**config.mk**
```make
export PLATFORM = sky130hd
export DESIGN_NAME = rsa_encoder_flat
export DESIGN_NICKNAME = d
export VERILOG_FILES = /design/src/rtl/rsa_encoder_if.sv /design/src/rtl/rsa_encoder.sv /design/src/flat_wrapper.sv
export SDC_FILE = /design/constraint.sdc
export NUM_CORES = 2
export LEC_CHECK = 0
export ABC_AREA = 0
export CAP_MARGIN = 20
export CORE_MARGIN = 5
export CORE_UTILIZATION = 61
export CTS_CLUSTER_SIZE = 12
export DETAILED_ROUTE_END_ITERATION = 8
export PLACE_DENSITY = 0.92
export SYNTH_ARGS = -nofsm -noshare
export SYNTH_HDL_FRONTEND = slang
export SYNTH_SLANG_ARGS = --single-unit
```
**constraint.sdc**
```tcl
create_clock -name clk -period 18.8 [get_ports clk]
set_input_delay 1.88 -clock clk [delete_from_list [all_inputs] [get_ports clk]]
set_output_delay 1.88 -clock clk [all_outputs]
set_load 0.03 [all_outputs]
```
**src/rtl/rsa_encoder_if.sv**
```systemverilog
// Host-side handshake bundle for rsa_encoder: start/data_in request, busy/done/data_out/err response.
interface rsa_encoder_if;
   logic        start;
   logic [15:0] data_in;
   logic        busy;
   logic        done;
   logic [15:0] data_out;
   logic        err;

   modport master (output start, data_in, input busy, done, data_out, err);
   modport slave  (input start, data_in, output busy, done, data_out, err);
endinterface

```
**src/rtl/rsa_encoder.sv**
```systemverilog
// RSA encryption c = m^E mod N, right-to-left square-and-multiply, two cycles per exponent bit.
module rsa_encoder #(
   parameter int unsigned N = 3551,
   parameter int unsigned E = 5
) (
   input logic          clk,
   input logic          res,
   rsa_encoder_if.slave bus
);

   localparam logic [15:0] N_W = 16'(N);
   localparam logic [15:0] E_W = 16'(E);
   localparam logic [31:0] N_L = 32'(N);

   typedef enum logic [1:0] {IDLE, MUL, MOD, FIN} state_t;

   state_t      state;
   logic [15:0] result;
   logic [15:0] base;
   logic [15:0] exp;
   logic [31:0] prod_r;
   logic [31:0] prod_b;
   logic        err_pending;
   logic        busy_r;
   logic        done_r;
   logic [15:0] data_out_r;
   logic        err_r;

   assign bus.busy     = busy_r;
   assign bus.done     = done_r;
   assign bus.data_out = data_out_r;
   assign bus.err      = err_r;

   // MUL forms full-width products, MOD reduces them; the loop ends once no exponent bits remain.
   always_ff @(posedge clk or posedge res) begin
      if (res) begin
         state       <= IDLE;
         result      <= '0;
         base        <= '0;
         exp         <= '0;
         prod_r      <= '0;
         prod_b      <= '0;
         err_pending <= 1'b0;
         busy_r      <= 1'b0;
         done_r      <= 1'b0;
         data_out_r  <= '0;
         err_r       <= 1'b0;
      end else begin
         done_r <= 1'b0;
         case (state)
            IDLE: begin
               if (bus.start) begin
                  busy_r <= 1'b1;
                  err_r  <= 1'b0;
                  if (bus.data_in >= N_W) begin
                     err_pending <= 1'b1;
                     state       <= FIN;
                  end else begin
                     base   <= bus.data_in;
                     result <= 16'd1;
                     exp    <= E_W;
                     state  <= (E_W == 16'd0) ? FIN : MUL;
                  end
               end
            end
            MUL: begin
               prod_r <= exp[0] ? ({16'd0, result} * {16'd0, base}) : {16'd0, result};
               prod_b <= {16'd0, base} * {16'd0, base};
               state  <= MOD;
            end
            MOD: begin
               result <= 16'(prod_r % N_L);
               base   <= 16'(prod_b % N_L);
               exp    <= exp >> 1;
               state  <= (exp[15:1] == 15'd0) ? FIN : MUL;
            end
            FIN: begin
               data_out_r  <= err_pending ? 16'd0 : result;
               err_r       <= err_pending;
               err_pending <= 1'b0;
               done_r      <= 1'b1;
               busy_r      <= 1'b0;
               state       <= IDLE;
            end
            default: state <= IDLE;
         endcase
      end
   end

endmodule
```
**src/flat_wrapper.sv**
```systemverilog
// flat-port wrapper written by rule: the top's interface ports become plain ports
module rsa_encoder_flat 
#(
   parameter int unsigned N = 3551,
   parameter int unsigned E = 5
)
  (clk, res, bus_start, bus_data_in, bus_busy, bus_done, bus_data_out, bus_err);
  rsa_encoder_if bus_i ();
  input logic clk;
  input logic res;
  input wire logic [$bits(bus_i.start)-1:0] bus_start;
  input wire logic [$bits(bus_i.data_in)-1:0] bus_data_in;
  output wire logic [$bits(bus_i.busy)-1:0] bus_busy;
  output wire logic [$bits(bus_i.done)-1:0] bus_done;
  output wire logic [$bits(bus_i.data_out)-1:0] bus_data_out;
  output wire logic [$bits(bus_i.err)-1:0] bus_err;
  assign bus_i.start = bus_start;
  assign bus_i.data_in = bus_data_in;
  assign bus_busy = bus_i.busy;
  assign bus_done = bus_i.done;
  assign bus_data_out = bus_i.data_out;
  assign bus_err = bus_i.err;
  rsa_encoder #(.N(N), .E(E)) u_core (.clk(clk), .res(res), .bus(bus_i));
endmodule
```
==> results_dict.tcl, run 1 <==
set metrics [dict create \
    die_width_um 262 \
    status "did not finish" \
    cts_made_buffers 17 \
    hpwl_mm 96.7 \
    synth_top_area_cell "fa_1" \
    grt.total_usage_pct 60.5 \
    synth_area_leaders "fa_1 19%, dfrtp_1 7.8%, ha_1 6.7%, nand2_1 5.9%, xnor2_1 5.6%" \
    async_flop_share_pct 100 \
    ys_top_cells_by_count "611 x nand2_1, 530 x inv_1, 358 x fa_1" \
    clock_path_buffers 2 \
    grt_overflow 5 \
    clock_tree.root_cell "clkbuf_16" \
    grt_max_degree 78 \
    yosysWarnings 0 \
    cts.sinks 120 \
    place_area_sq_mm 0.0437 \
    die_h_um 262 \
    place.gp.congestion 1.02 \
    ys_ff_latch 120 \
    stop_stage "global routing" \
    yosysMostFrequentCell "nand2_1" \
    htreeDepth 4 \
    synthFlopType "dfrtp_1" \
    netlist_instances 5044 \
    synth_top_area_share_pct 18.5 \
    row_count 92 \
    syn_avg_cell_area_sq_um 7.68 \
    synth_edf_count 0 \
    initial_core_util_pct 61.5 \
    tool.error "[ERROR GRT-0232] Routing congestion too high. Check the congestion heatmap in the GUI." \
    io_pins 38 \
    io_buffers 37 \
    ys_types 149 \
    synthesis.nets 5629 \
    netlist_area_sq_mm 0.0387 \
    cts.hold.buffers_added 0 \
    seq_area_frac_synth_pct 7.76 \
    post-place-ws_ps -1120 \
]
==> layer usage <==
metal	track usage, %	overflow
met5	29.8	0
met4	59.2	1
met3	49.9	0
met2	74.2	4
met1	58.8	0
==> kinds of logic after synthesis <==
kind of cell | after synthesis | synth area share (%)
AO/OA/AOI/OAI | 1388 | 25.9
adder cells (fa/ha/maj) | 582 | 25.6
AND/OR/NAND/NOR | 1770 | 22.6
flip-flops | 120 | 7.76
XOR/XNOR | 332 | 7.71
buffers and inverters | 756 | 7.71
multiplexers | 96 | 2.64
==> through the flow <==
stage | utilization (%) | cells | hold WS [ps]
after floorplan | - | 5044 | 469
after global placement | 69.5 | 6181 | 463
after detailed placement | 69.5 | 6181 | 479
after CTS | 73.9 | 6316 | 503
==> timing repair <==
item,in CTS
pin swaps,103
gates cloned,0
setup endpoints to repair,30
setup buffers,104
gates resized for setup,243
==> run 2: changes to the inputs <==
--- a/config.mk
+++ b/config.mk
@@ -8,10 +8,9 @@
 export ABC_AREA = 0
 export CAP_MARGIN = 20
 export CORE_MARGIN = 5
-export CORE_UTILIZATION = 61
-export CTS_CLUSTER_SIZE = 12
+export CORE_UTILIZATION = 40
 export DETAILED_ROUTE_END_ITERATION = 8
-export PLACE_DENSITY = 0.92
+export PLACE_DENSITY_LB_ADDON = 0.15
 export SYNTH_ARGS = -nofsm -noshare
 export SYNTH_HDL_FRONTEND = slang
 export SYNTH_SLANG_ARGS = --single-unit
==> constraint.sdc (replaced) <==
create_clock -name clk -period 24.4 [get_ports clk]
set_input_delay 2.44 -clock clk [delete_from_list [all_inputs] [get_ports clk]]
set_output_delay 2.44 -clock clk [all_outputs]
set_load 0.03 [all_outputs]
==> run 2 against run 1 <==
Compared with the run above: the flow now finishes without violations; area after synthesis unchanged; synthesized cell count unchanged.
==> results_dict.tcl, run 2 <==
set metrics [dict create \
    dieArea_sq_mm 0.103 \
    synthFlopType "dfrtp_1" \
    reg_top3 "u_core.prod_r x32, u_core.prod_b x31" \
    skew_ps 15.1 \
    crit_top_cell "or3_1" \
    cts.sinks 120 \
    diodes 0 \
    layout_commonest_cell "nand2_1" \
    yosysMostFrequentCell "nand2_1" \
    synthesis.nets 5629 \
    core_area_sq_mm 0.0964 \
    hold_path_end "u_core.bus.data_out[1]" \
    cp-start-kind "flip-flop" \
    clock.fmax_mhz 43.4 \
    clock_tree.root_cell "clkbuf_16" \
    worstRegToRegCells 74 \
    end_kind "flip-flop" \
    netlist_area_sq_mm 0.0387 \
    antenna_found_initial 0 \
    hpwl_mm 90.1 \
    critical_path_class "reg -> reg" \
    cts_tree "yes" \
    grt.total_usage_pct 21.9 \
    tns_ps 0 \
    nets 5549 \
    vias_per_cell 5.85 \
    drv_cap 0 \
    timing.rr.start "u_core.prod_r[27]" \
    ys_types 149 \
    fin_crit_sh_pct 94.5 \
    place.gp.congestion 0.898 \
    row_count 114 \
    die_width_um 321 \
    fin_crit_ps 23050 \
    drtPass1Iterations 6 \
    seq_area_frac_synth_pct 7.76 \
    dr_wl_met2_mm 53.7 \
    hold_depth 2 \
    drt_iter0_drc 2632 \
    synth_edf_count 0 \
    io_buffers 37 \
    first_global_vias 35563 \
    synth_top_area_share_pct 18.5 \
    drv_slew 0 \
    worst_ep_arrival_time_ps 23410 \
    crit_path_max_fanout 14 \
    ff2ff_setup_slack_ps 1350 \
    drc 0 \
    clock_path_buffers 2 \
    setup_viol 0 \
    cts_made_buffers 17 \
    grt_pass1_wl_mm 189 \
    grt_max_degree 77 \
    syn_avg_cell_area_sq_um 7.68 \
    synth_area_leaders "fa_1 19%, dfrtp_1 7.8%, ha_1 6.7%, nand2_1 5.9%, xnor2_1 5.6%" \
    drive_gt1_share_pct 7.78 \
    wire_per_inst_um 18.3 \
    vias 36599 \
    finalWirelength_mm 115 \
    netlist_instances 5044 \
    clk_pin_slew_ps 70 \
    final_cell_mix "610 x nand2_1, 529 x inv_1, 358 x fa_1" \
    async_flop_share_pct 100 \
    rsz0062_at_grt "yes" \
    hold_path_startpoint "u_core.bus.data_out[1]" \
    hold_viol_final 0 \
    status "finished clean" \
    maxSlewHeadroom_pct 29.2 \
    routed.top_layer "met4" \
    timing.rr.end "u_core.result[11]" \
    io_pins 38 \
    crit_slowest_cell "dfrtp_1" \
    hp-class "reg -> reg" \
    critPathBufInv 3 \
    final_cell_count_no_fill 6253 \
    max_stage_delay_ps 610 \
    routedLengthMet1_mm 55.0 \
    ys_top_cells_by_count "611 x nand2_1, 530 x inv_1, 358 x fa_1" \
    worst_pin_slew_ps 1060 \
    regMostFlops "u_core.prod_r" \
    largest_reg_flops 32 \
    met3WireLength_mm 4.30 \
    initial_core_util_pct 40.1 \
    ant_nets 0 \
    grt_overflow 0 \
    ys_ff_latch 120 \
    required_ps 24750 \
    synth_top_area_cell "fa_1" \
    yosysWarnings 0 \
    die_h_um 321 \
    clock_latency_ps 480 \
    crit_family "compound AO/OA/AOI/OAI gates" \
    htreeDepth 4 \
    dp_cells 6210 \
    syn_to_final_growth_pct 6.84 \
]
-- run 2: metrics by stage --
step                      util [%]  hold slack [ps]  area, sq um  setup WS [ps]
after global placement        41.8              465        40300            899
after detailed placement      41.8              472        40300            603
after floorplan                  -              468        38700           4220
after CTS                     42.4              487        40900            459
final                         42.9              489        41400           1350
after global routing          42.9              511        41400          -82.9
-- run 2: routing by layer --
layer  track usage [%]  vias up
met5                 0        -
met4              3.90        0
met3              2.02      132
li1                  -    17668
met2              36.6      833
met1              31.2    17966
-- run 2: layout make-up --
class | count | area (sq um)
inverters | 532 | 2000
repair buffers | 125 | 1030
clock buffers | 19 | 443
well taps | 1276 | 1600
fillers | 10078 | 55100
multi-input cells | 4168 | 33100
flip-flops and latches | 120 | 3010
clock inverters | 13 | 168
-- run 2: worst register-to-register path, delay by kind of cell (launching register included) --
family / cells / cell delay (ps)
buffers and inverters: 3 / 610
adders and majority gates: 2 / 540
DFF: 1 / 610
AOI/OAI and AO/OA: 42 / 12460
and+or+nand+nor: 18 / 5740
muxes: 5 / 1910
xor gates and xnor gates: 4 / 1060
-- run 2: worst max-delay path by stage --
stage	start	to	slack, ps	depth (start not counted)
6_report	u_core.prod_r[27]	u_core.result[11]	1350	74
4_1_cts	u_core.prod_r[27]	u_core.result[13]	460	70
3_3_place_gp	u_core.prod_r[27]	u_core.result[11]	900	72
3_5_place_dp	u_core.prod_r[27]	u_core.result[11]	600	70
2_1_floorplan	u_core.prod_r[28]	u_core.result[11]	4220	79
5_1_grt	u_core.prod_r[27]	u_core.result[13]	-80	73
-- run 2: kinds of logic after synthesis --
logic type	after synthesis	synth area share [%]
AO/OA/AOI/OAI	1388	25.9
XOR/XNOR	332	7.71
adder cells (fa/ha/maj)	582	25.6
buffers and inverters	756	7.71
flip-flops	120	7.76
multiplexers	96	2.64
AND/OR/NAND/NOR	1770	22.6
-- run 2: timing repair --
action | CTS | global route
hold endpoints to repair | 0 | 0
gates resized for setup | 0 | 65
endpoints found under the setup margin | 0 | 28
hold buffers | 0 | 0
buffers inserted | 0 | 10
Power of run 2 is not shown: default switching activity piles up to over one toggle a cycle in this logic, so the estimate is an artifact.
